File: config.mk
export PLATFORM = sky130hd
export DESIGN_NAME = cache_control_nway
export DESIGN_NICKNAME = d
export VERILOG_FILES = /design/src/rtl/cache_control_nway.sv
export SDC_FILE = /design/constraint.sdc
export NUM_CORES = 1
export LEC_CHECK = 0
export ABC_AREA = 1
export CAP_MARGIN = 10
export CORE_MARGIN = 3
export CORE_UTILIZATION = 35
export DETAILED_ROUTE_END_ITERATION = 16
export SETUP_SLACK_MARGIN = 0.5
export SKIP_CTS_REPAIR_TIMING = 1
export SKIP_LAST_GASP = 1
export SYNTH_ARGS = -nofsm -noshare
export SYNTH_HDL_FRONTEND = slang
export SYNTH_SLANG_ARGS = --single-unit
File: constraint.sdc
create_clock -name clk -period 1.8 [get_ports clk]
set_input_delay 0.36 -clock clk [delete_from_list [all_inputs] [get_ports clk]]
set_output_delay 0.36 -clock clk [all_outputs]
set_load 0.05 [all_outputs]
File: src/rtl/cache_control_nway.sv
// cache_control_nway
// Control FSM for an N-way set-associative, write-back, write-allocate cache.
// It keeps a tree pseudo-LRU per set and chooses the victim way itself.
// It drives the array load strobes, the datapath muxes and the physical-memory
// handshake toward the cacheline adaptor.
// Optional build macro: PERF_CNT_EN adds saturating hit/miss/writeback counters
// and their output ports. Without the macro the counters and ports are absent.
module cache_control_nway #(
    parameter int NUM_WAYS = 4,
    parameter int S_INDEX  = 4,
    parameter int CNT_W    = 32
) (
    input  logic                        clk,
    input  logic                        rst_n,
    // CPU-side request port
    input  logic                        mem_read,
    input  logic                        mem_write,
    output logic                        mem_resp,
    input  logic [S_INDEX-1:0]          set_index,
    // Status of the indexed set, from the datapath
    input  logic [NUM_WAYS-1:0]         hit_vec,
    input  logic [NUM_WAYS-1:0]         valid_vec,
    input  logic [NUM_WAYS-1:0]         dirty_vec,
    // Cacheline adaptor handshake
    output logic                        pmem_read,
    output logic                        pmem_write,
    input  logic                        pmem_resp,
    // Array write enables, one-hot per way
    output logic [NUM_WAYS-1:0]         load_tag,
    output logic [NUM_WAYS-1:0]         load_valid,
    output logic [NUM_WAYS-1:0]         load_dirty,
    output logic [NUM_WAYS-1:0]         load_data,
    // Datapath controls
    output logic                        dirty_in,
    output logic                        data_sel,
    output logic                        addr_sel,
    output logic [$clog2(NUM_WAYS)-1:0] way_sel
`ifdef PERF_CNT_EN
    ,
    output logic [CNT_W-1:0]            hit_cnt,
    output logic [CNT_W-1:0]            miss_cnt,
    output logic [CNT_W-1:0]            wb_cnt
`endif
);

    localparam int WAY_W    = $clog2(NUM_WAYS);
    localparam int NUM_SETS = 2 ** S_INDEX;

    localparam logic [2:0] ST_IDLE  = 3'd0;
    localparam logic [2:0] ST_MATCH = 3'd1;
    localparam logic [2:0] ST_RESP  = 3'd2;
    localparam logic [2:0] ST_WB    = 3'd3;
    localparam logic [2:0] ST_FILL  = 3'd4;

    localparam logic [NUM_WAYS-1:0] WAY0_ONEHOT = NUM_WAYS'(1);

    // Supported configurations: power-of-two associativity 2..8 and a non-empty
    // counter width. This block stays empty for a legal configuration.
    if (NUM_WAYS < 2 || NUM_WAYS > 8 || (NUM_WAYS & (NUM_WAYS - 1)) != 0 || CNT_W < 1)
    begin : g_unsupported_configuration
    end

    logic [2:0]          state_q, state_d;
    logic [WAY_W-1:0]    victim_q, victim_d;

    // Tree bits per set. The tree has NUM_WAYS-1 nodes in heap order:
    // node n has children 2n+1 (left, lower ways) and 2n+2 (right).
    // The storage is NUM_WAYS wide, so a WAY_W-bit node index always fits.
    // The top bit is never a tree node and stays 0.
    logic [NUM_WAYS-1:0] plru_q [NUM_SETS];
    logic [NUM_WAYS-1:0] plru_cur;
    logic [NUM_WAYS-1:0] plru_upd;
    logic                plru_we;

    logic                hit_any;
    logic                inv_any;
    logic                victim_dirty;
    logic [WAY_W-1:0]    hit_way;
    logic [WAY_W-1:0]    inv_way;
    logic [WAY_W-1:0]    plru_way;
    logic [WAY_W-1:0]    miss_way;

    assign hit_any  = |hit_vec;
    assign inv_any  = ~&valid_vec;
    assign plru_cur = plru_q[set_index];

    // A multi-hot hit vector resolves to its lowest set bit.
    always_comb begin
        hit_way = '0;
        for (int i = NUM_WAYS - 1; i >= 0; i--) begin
            if (hit_vec[i]) begin
                hit_way = WAY_W'(i);
            end
        end
    end

    // An invalid way is always preferred as the victim. Pick the lowest-index one.
    always_comb begin
        inv_way = '0;
        for (int i = NUM_WAYS - 1; i >= 0; i--) begin
            if (!valid_vec[i]) begin
                inv_way = WAY_W'(i);
            end
        end
    end

    // Walk the tree from the root to find the PLRU victim. A 0 bit goes left.
    // Each level yields one way-index bit, MSB first.
    always_comb begin
        logic [WAY_W-1:0] node;
        node     = '0;
        plru_way = '0;
        for (int lvl = WAY_W - 1; lvl >= 0; lvl--) begin
            plru_way[lvl] = plru_cur[node];
            node = WAY_W'(2 * int'(node) + 1 + int'(plru_cur[node]));
        end
    end

    // Along the path to the hit way, set every node to point to the other subtree.
    always_comb begin
        logic [WAY_W-1:0] node;
        node     = '0;
        plru_upd = plru_cur;
        for (int lvl = WAY_W - 1; lvl >= 0; lvl--) begin
            plru_upd[node] = ~hit_way[lvl];
            node = WAY_W'(2 * int'(node) + 1 + int'(hit_way[lvl]));
        end
    end

    assign miss_way     = inv_any ? inv_way : plru_way;
    assign victim_dirty = valid_vec[miss_way] & dirty_vec[miss_way];

    // Next-state logic and decode of all outputs from the current state.
    always_comb begin
        state_d    = state_q;
        victim_d   = victim_q;
        plru_we    = 1'b0;
        mem_resp   = 1'b0;
        pmem_read  = 1'b0;
        pmem_write = 1'b0;
        load_tag   = '0;
        load_valid = '0;
        load_dirty = '0;
        load_data  = '0;
        dirty_in   = 1'b0;
        data_sel   = 1'b0;
        addr_sel   = 1'b0;
        way_sel    = '0;
        case (state_q)
            ST_IDLE: begin
                if (mem_read || mem_write) begin
                    state_d = ST_MATCH;
                end
            end
            ST_MATCH: begin
                way_sel = hit_way;
                if (hit_any) begin
                    mem_resp = 1'b1;
                    plru_we  = 1'b1;
                    // A write request wins when both request bits are set.
                    if (mem_write) begin
                        load_data  = WAY0_ONEHOT << hit_way;
                        load_dirty = WAY0_ONEHOT << hit_way;
                        dirty_in   = 1'b1;
                    end
                    state_d = ST_RESP;
                end else begin
                    victim_d = miss_way;
                    state_d  = victim_dirty ? ST_WB : ST_FILL;
                end
            end
            ST_RESP: begin
                state_d = ST_IDLE;
            end
            ST_WB: begin
                pmem_write = 1'b1;
                addr_sel   = 1'b1;
                way_sel    = victim_q;
                if (pmem_resp) begin
                    state_d = ST_FILL;
                end
            end
            ST_FILL: begin
                pmem_read  = 1'b1;
                data_sel   = 1'b1;
                way_sel    = victim_q;
                // Tag, valid and the clean dirty bit are rewritten every fill cycle.
                // Only the final write of those values matters.
                load_tag   = WAY0_ONEHOT << victim_q;
                load_valid = WAY0_ONEHOT << victim_q;
                load_dirty = WAY0_ONEHOT << victim_q;
                if (pmem_resp) begin
                    load_data = WAY0_ONEHOT << victim_q;
                    state_d   = ST_MATCH;
                end
            end
            default: begin
                state_d = ST_IDLE;
            end
        endcase
    end

    // State and latched victim way.
    always_ff @(posedge clk or negedge rst_n) begin
        if (!rst_n) begin
            state_q  <= ST_IDLE;
            victim_q <= '0;
        end else begin
            state_q  <= state_d;
            victim_q <= victim_d;
        end
    end

    // Per-set PLRU storage. Every hit updates the tree of its set.
    always_ff @(posedge clk or negedge rst_n) begin
        if (!rst_n) begin
            for (int s = 0; s < NUM_SETS; s++) begin
                plru_q[s] <= '0;
            end
        end else if (plru_we) begin
            plru_q[set_index] <= plru_upd;
        end
    end

`ifdef PERF_CNT_EN
    logic [CNT_W-1:0] hit_cnt_q;
    logic [CNT_W-1:0] miss_cnt_q;
    logic [CNT_W-1:0] wb_cnt_q;

    // Saturating event counters: MATCH hit, MATCH miss, and WRITEBACK completion.
    always_ff @(posedge clk or negedge rst_n) begin
        if (!rst_n) begin
            hit_cnt_q  <= '0;
            miss_cnt_q <= '0;
            wb_cnt_q   <= '0;
        end else begin
            if (state_q == ST_MATCH && hit_any && hit_cnt_q != '1) begin
                hit_cnt_q <= hit_cnt_q + CNT_W'(1);
            end
            if (state_q == ST_MATCH && !hit_any && miss_cnt_q != '1) begin
                miss_cnt_q <= miss_cnt_q + CNT_W'(1);
            end
            if (state_q == ST_WB && pmem_resp && wb_cnt_q != '1) begin
                wb_cnt_q <= wb_cnt_q + CNT_W'(1);
            end
        end
    end

    assign hit_cnt  = hit_cnt_q;
    assign miss_cnt = miss_cnt_q;
    assign wb_cnt   = wb_cnt_q;
`endif

endmodule

---- After elaboration in Yosys (flattened, before gate mapping) ----
Cells that the tools add are included.
word-level totals
  register bits after elaboration ......... 69
  bits of input ports ..................... 21
  output and inout port bits .............. 24
  logic and storage cells ................. 92
cells by class
  add/sub/neg operators ................... 2
  $lt $le $gt $ge ......................... 6
  equality and inequality tests ........... 6
  shift-type cells ........................ 2
  muxes and demuxes ....................... 44
  bitwise operators ....................... 5
  reduce and logical (&&, ||, !) cells .... 9
operator list
  operator             count
  $bwmux 64            1
  $mux 4               7
  $mux 2               9
  $bmux 4 s4           1
  $demux 4 s4          1
  $pmux 4 s2           2
  $mux 3               5
  $pmux 3 s4           1
  $mux 1               11
  $lt 2x3->1 const B   3
  $shl 1x2->4 const A  2
  $bmux 1 s2           3
  $ne 2x2->1 const B   3
  $ge 5x5->1 const B   1
  $lt 5x1->1 const B   1
  $not 4->5            1
  $add 1x1->2 const A  2
  $bwmux 4             1
  $pmux 2 s2           1
  $reduce_and 4->1     1
  $reduce_or 4->1      1
  $eq 3x1->1 const B   1
  $eq 3x2->1 const B   1
  $eq 3x3->1 const B   1
  other kinds (10)     13

---- Depth between registers and ports, before layout ----
  depth after elaboration ................. 14
  gate-level depth with buffers ........... 20
  gate-level depth less buffers ........... 19

---- Least setup slack after synthesis ----
No wires, ideal clock.
  path type ............................... reg-to-output
  start ................................... register state_q[1]
  end ..................................... output port load_data[1]
  arrival ................................. 4.087 ns
  path slack .............................. -2.647 ns
  cell stages (with the launch flop) ...... 8
  buffers on the path ..................... 0
  cell sequence ........................... dfrtp_1 > nor2_1 > inv_1 > nor2_1 > inv_1 > nor3_1 > inv_1 > o21ai_0
on the way
  cells in the longest elaborated chain, start to end .. 2
RTL lines
  element                                   line  source
  start, declared                           63    logic [2:0] state_q, state_d;
  start signal, assigned                    209   state_q <= state_d;
  $eq 3x3->1 or $eq 3x1->1 (tied branches)  149   case (state_q)
  $pmux 4 s2 (*)                            149
  end, declared                             32    output logic [NUM_WAYS-1:0] load_data,
Mark *: on every way between the ends. The rest lies on a longest branch, timed or not.

---- Worst setup path in the final report ----
  start ................................... register state_q[0]
  end ..................................... output port way_sel[1]
on the way
  cells in the longest elaborated chain, start to end .. 3
RTL lines
  element                                   line  source
  $eq 3x3->1 or $eq 3x2->1 (tied branches)  149
  $reduce_or 2->1 (no line)                 --
  $pmux 2 s2 (*)                            149
  end, declared                             37    output logic [$clog2(NUM_WAYS)-1:0] way_sel
Marks and branches as above.

==> metrics.csv <==
metric,value,unit
drt drc,0,
"Clk Latency, worst-skew pair",0.30,ns
status,"finished, violations left",
Hold WS,0.0306,ns
Root Driver,clkbuf_8,
Final Net Count,585,
fin util,60.0,%
placed cells,639,
main combinational cell family by area after synthesis,simple AND/OR/NAND/NOR gates,
Gate Count Post-Synth,449,
Setup crit start kind,flop,
Power Dens Cells,1240,nW/um^2
CTS tree,yes,
fmax,461,MHz
Syn. warnings,0,
"Buf+Inv Stages, Crit Path",6,
DRT Pass-1 Iters,4,
largest net degree at the start of global routing,54,
syn_area_per_cell,6.77,sq um
Die ar.,9840,sq um
"CP delay by family, top",buffers and inverters,
Layout fillers,743,
initial DRC count,175,
global-route wire length before repair,13.8,mm
Leak,2.45,nW
arrival time worst endpoint,1.81,ns
H-tree level count,2,
Synth Area in XOR/XNOR,0,%
most frequent cells in the layout,"164 x nand2_1, 63 x buf_4, 52 x dfrtp_1",
Initial Util,36.5,%
failing checks,negative setup slack,
mux share of post-synthesis cell area,0,%
Netlist cell types,22,
layout cells sized above 1,38.1,%
leading area contributor after synthesis,dfrtp_1,
Vias,3209,
Die Y-Extent,99.2,microns
floorplan core area,8340,sq um
number of global-route vias before repair,2980,
Post-Layout Cell Count,669,
Worst path slowest cell,dfrtp_1,
Final Hold Vio Count,0,
fin. max-slew vios,0,
cell mode on critical path,buf_6,
Final ANT Viol Nets,0,
"commonest non-fill, non-tap cell in the layout",nand2_1,
Post-Synth Simple-Gate Area,32.4,%
CTS clock-pin slew for the worst setup and hold paths,0.09,ns
max_slew headroom,78.1,%
critical-path maximum fanout,4,
total grt overflow,0,
Critical Path End Type,output pin,
dpl ws,-0.727,ns
Final Routed Wirelength,9.25,mm
Final period util,121,%
DR WL/cell,13.8,microns
antenna violations before repair,0,
Horiz. Die Dim,99.2,microns
Synth Register Bits,53,
GRT Overall Usage,17.3,%
adder-cell share of the synthesized area,0,%
P&R area growth vs syn,64.5,%
number of buffers created by CTS,5,
setup ws final,-0.371,ns
worst min-delay path class,in -> async,
clk_skew,0.00593,ns
CP Launch Point,state_q[0]$_DFFE_PN0P_,
I/O Buffers,44,
num ports,45,
post-DP HPWL,6.46,mm
n_diodes,0,
GP Congestion,0.851,
CTS Buffer Depth,2,
share of the synthesized area in the top cell type,43.6,%
kind of critical path,reg -> out,
max incr delay on CP,0.43,ns
DR vias/cell,4.80,
max_cap viols,0,
sequential fraction of the synthesis area,43.6,%
final setup vio count,55,
CP cell instances,"nor2_1, inv_1, nor2_4, buf_4, buf_6, buf_6, nor2_2, buf_6, o22ai_4, buf_12",
maximum vdd drop,703,uV
Tmin final,2.17,ns
unrepaired setup endpoints after global routing,yes,
Reg-to-Reg Start,state_q[0]$_DFFE_PN0P_,
Worst EP required,1.44,ns
Post-Syn Area,3040,sq um
Tightest Pin Transition,0.328,ns
Syn Nets,470,
clk sinks,53,
Synth area leaders,"dfrtp_1 44%, nand2_1 23%, inv_1 6.3%",
Synth Area in Compound Gates,13.2,%
FP Rows,33,
[state kept, by name (all words and copies together), names as in the netlist]
| signal | cells |
|---|---|
| plru_q | 48 |
| state_q | 3 |
| victim_q | 2 |
[synthesized netlist by cell type]
cell      number
nand2_1      188
dfrtp_1       53
inv_1         51
o21ai_0       37
nor2_1        34
nand3_1       16
o21ai_1       15
o21a_1        13
buf_4          8
buf_2          6
inv_2          6
nor2_2         5
nor3_1         5
clkinv_1       2
o22ai_1        2
o31ai_1        2
a21oi_1        1
buf_6          1
clkbuf_1       1
nand2_2        1
nor3_2         1
o22ai_2        1
[routing by layer]
metal / global-route usage [%] / part of all wire (%) / up-vias
li1: - / - / 1614
met1: 22.2 / 44 / 1504
met2: 30.4 / 50 / 78
met3: 3.02 / 4.4 / 13
met4: 4.20 / 1.6 / 0
met5: 0 / 0 / -
[layout make-up]
type	count	area, sq um	area share (%)
Clock buffer	7	86.3	1.73
Inverter	59	240	4.80
Timing Repair Buffer	123	1400	28.1
Tap cell	105	131	2.63
Multi-Input combinational cell	321	1810	36.1
Sequential cell	53	1330	26.5
Timing Repair inverter	1	8.76	0.175
[stage by stage]
step	power [mW]	setup TNS, ns	area, sq um
3_3_place_gp	5.05	-22.53	4440
4_1_cts	5.79	-12.49	4530
6_report	6.20	-6.48	5000
5_1_grt	6.60	-13.19	5000
2_1_floorplan	3.92	-9.87	3330
3_5_place_dp	5.11	-24.55	4440
[cell families after synthesis]
family	after synthesis
flops	53
simple gates	250
compound gates	71
buf+inv	75
[power breakdown]
part	internal (mW)	total, mW	leakage [nW]	switching [mW]
Combinational	1.55	3.38	1.75	1.83
Sequential	1.77	2.15	0.654	0.382
Clock	0.306	0.666	0.0443	0.360
[final timing paths]
check	depth (start not counted)	end	slack (ns)
worst max register to register	11	plru_q[14]$_DFFE_PN0P_	-0.05
worst min register to register	1	plru_q[41]$_DFFE_PN0P_	0.49
worst max-delay path	10	way_sel[1]	-0.37
worst min-delay path	2	plru_q[60]$_DFFE_PN0P_	0.03
min in group clk	1	plru_q[41]$_DFFE_PN0P_	0.49
max in group asynchronous	2	plru_q[28]$_DFFE_PN0P_	1.51
(Power assumes the default switching activity.)
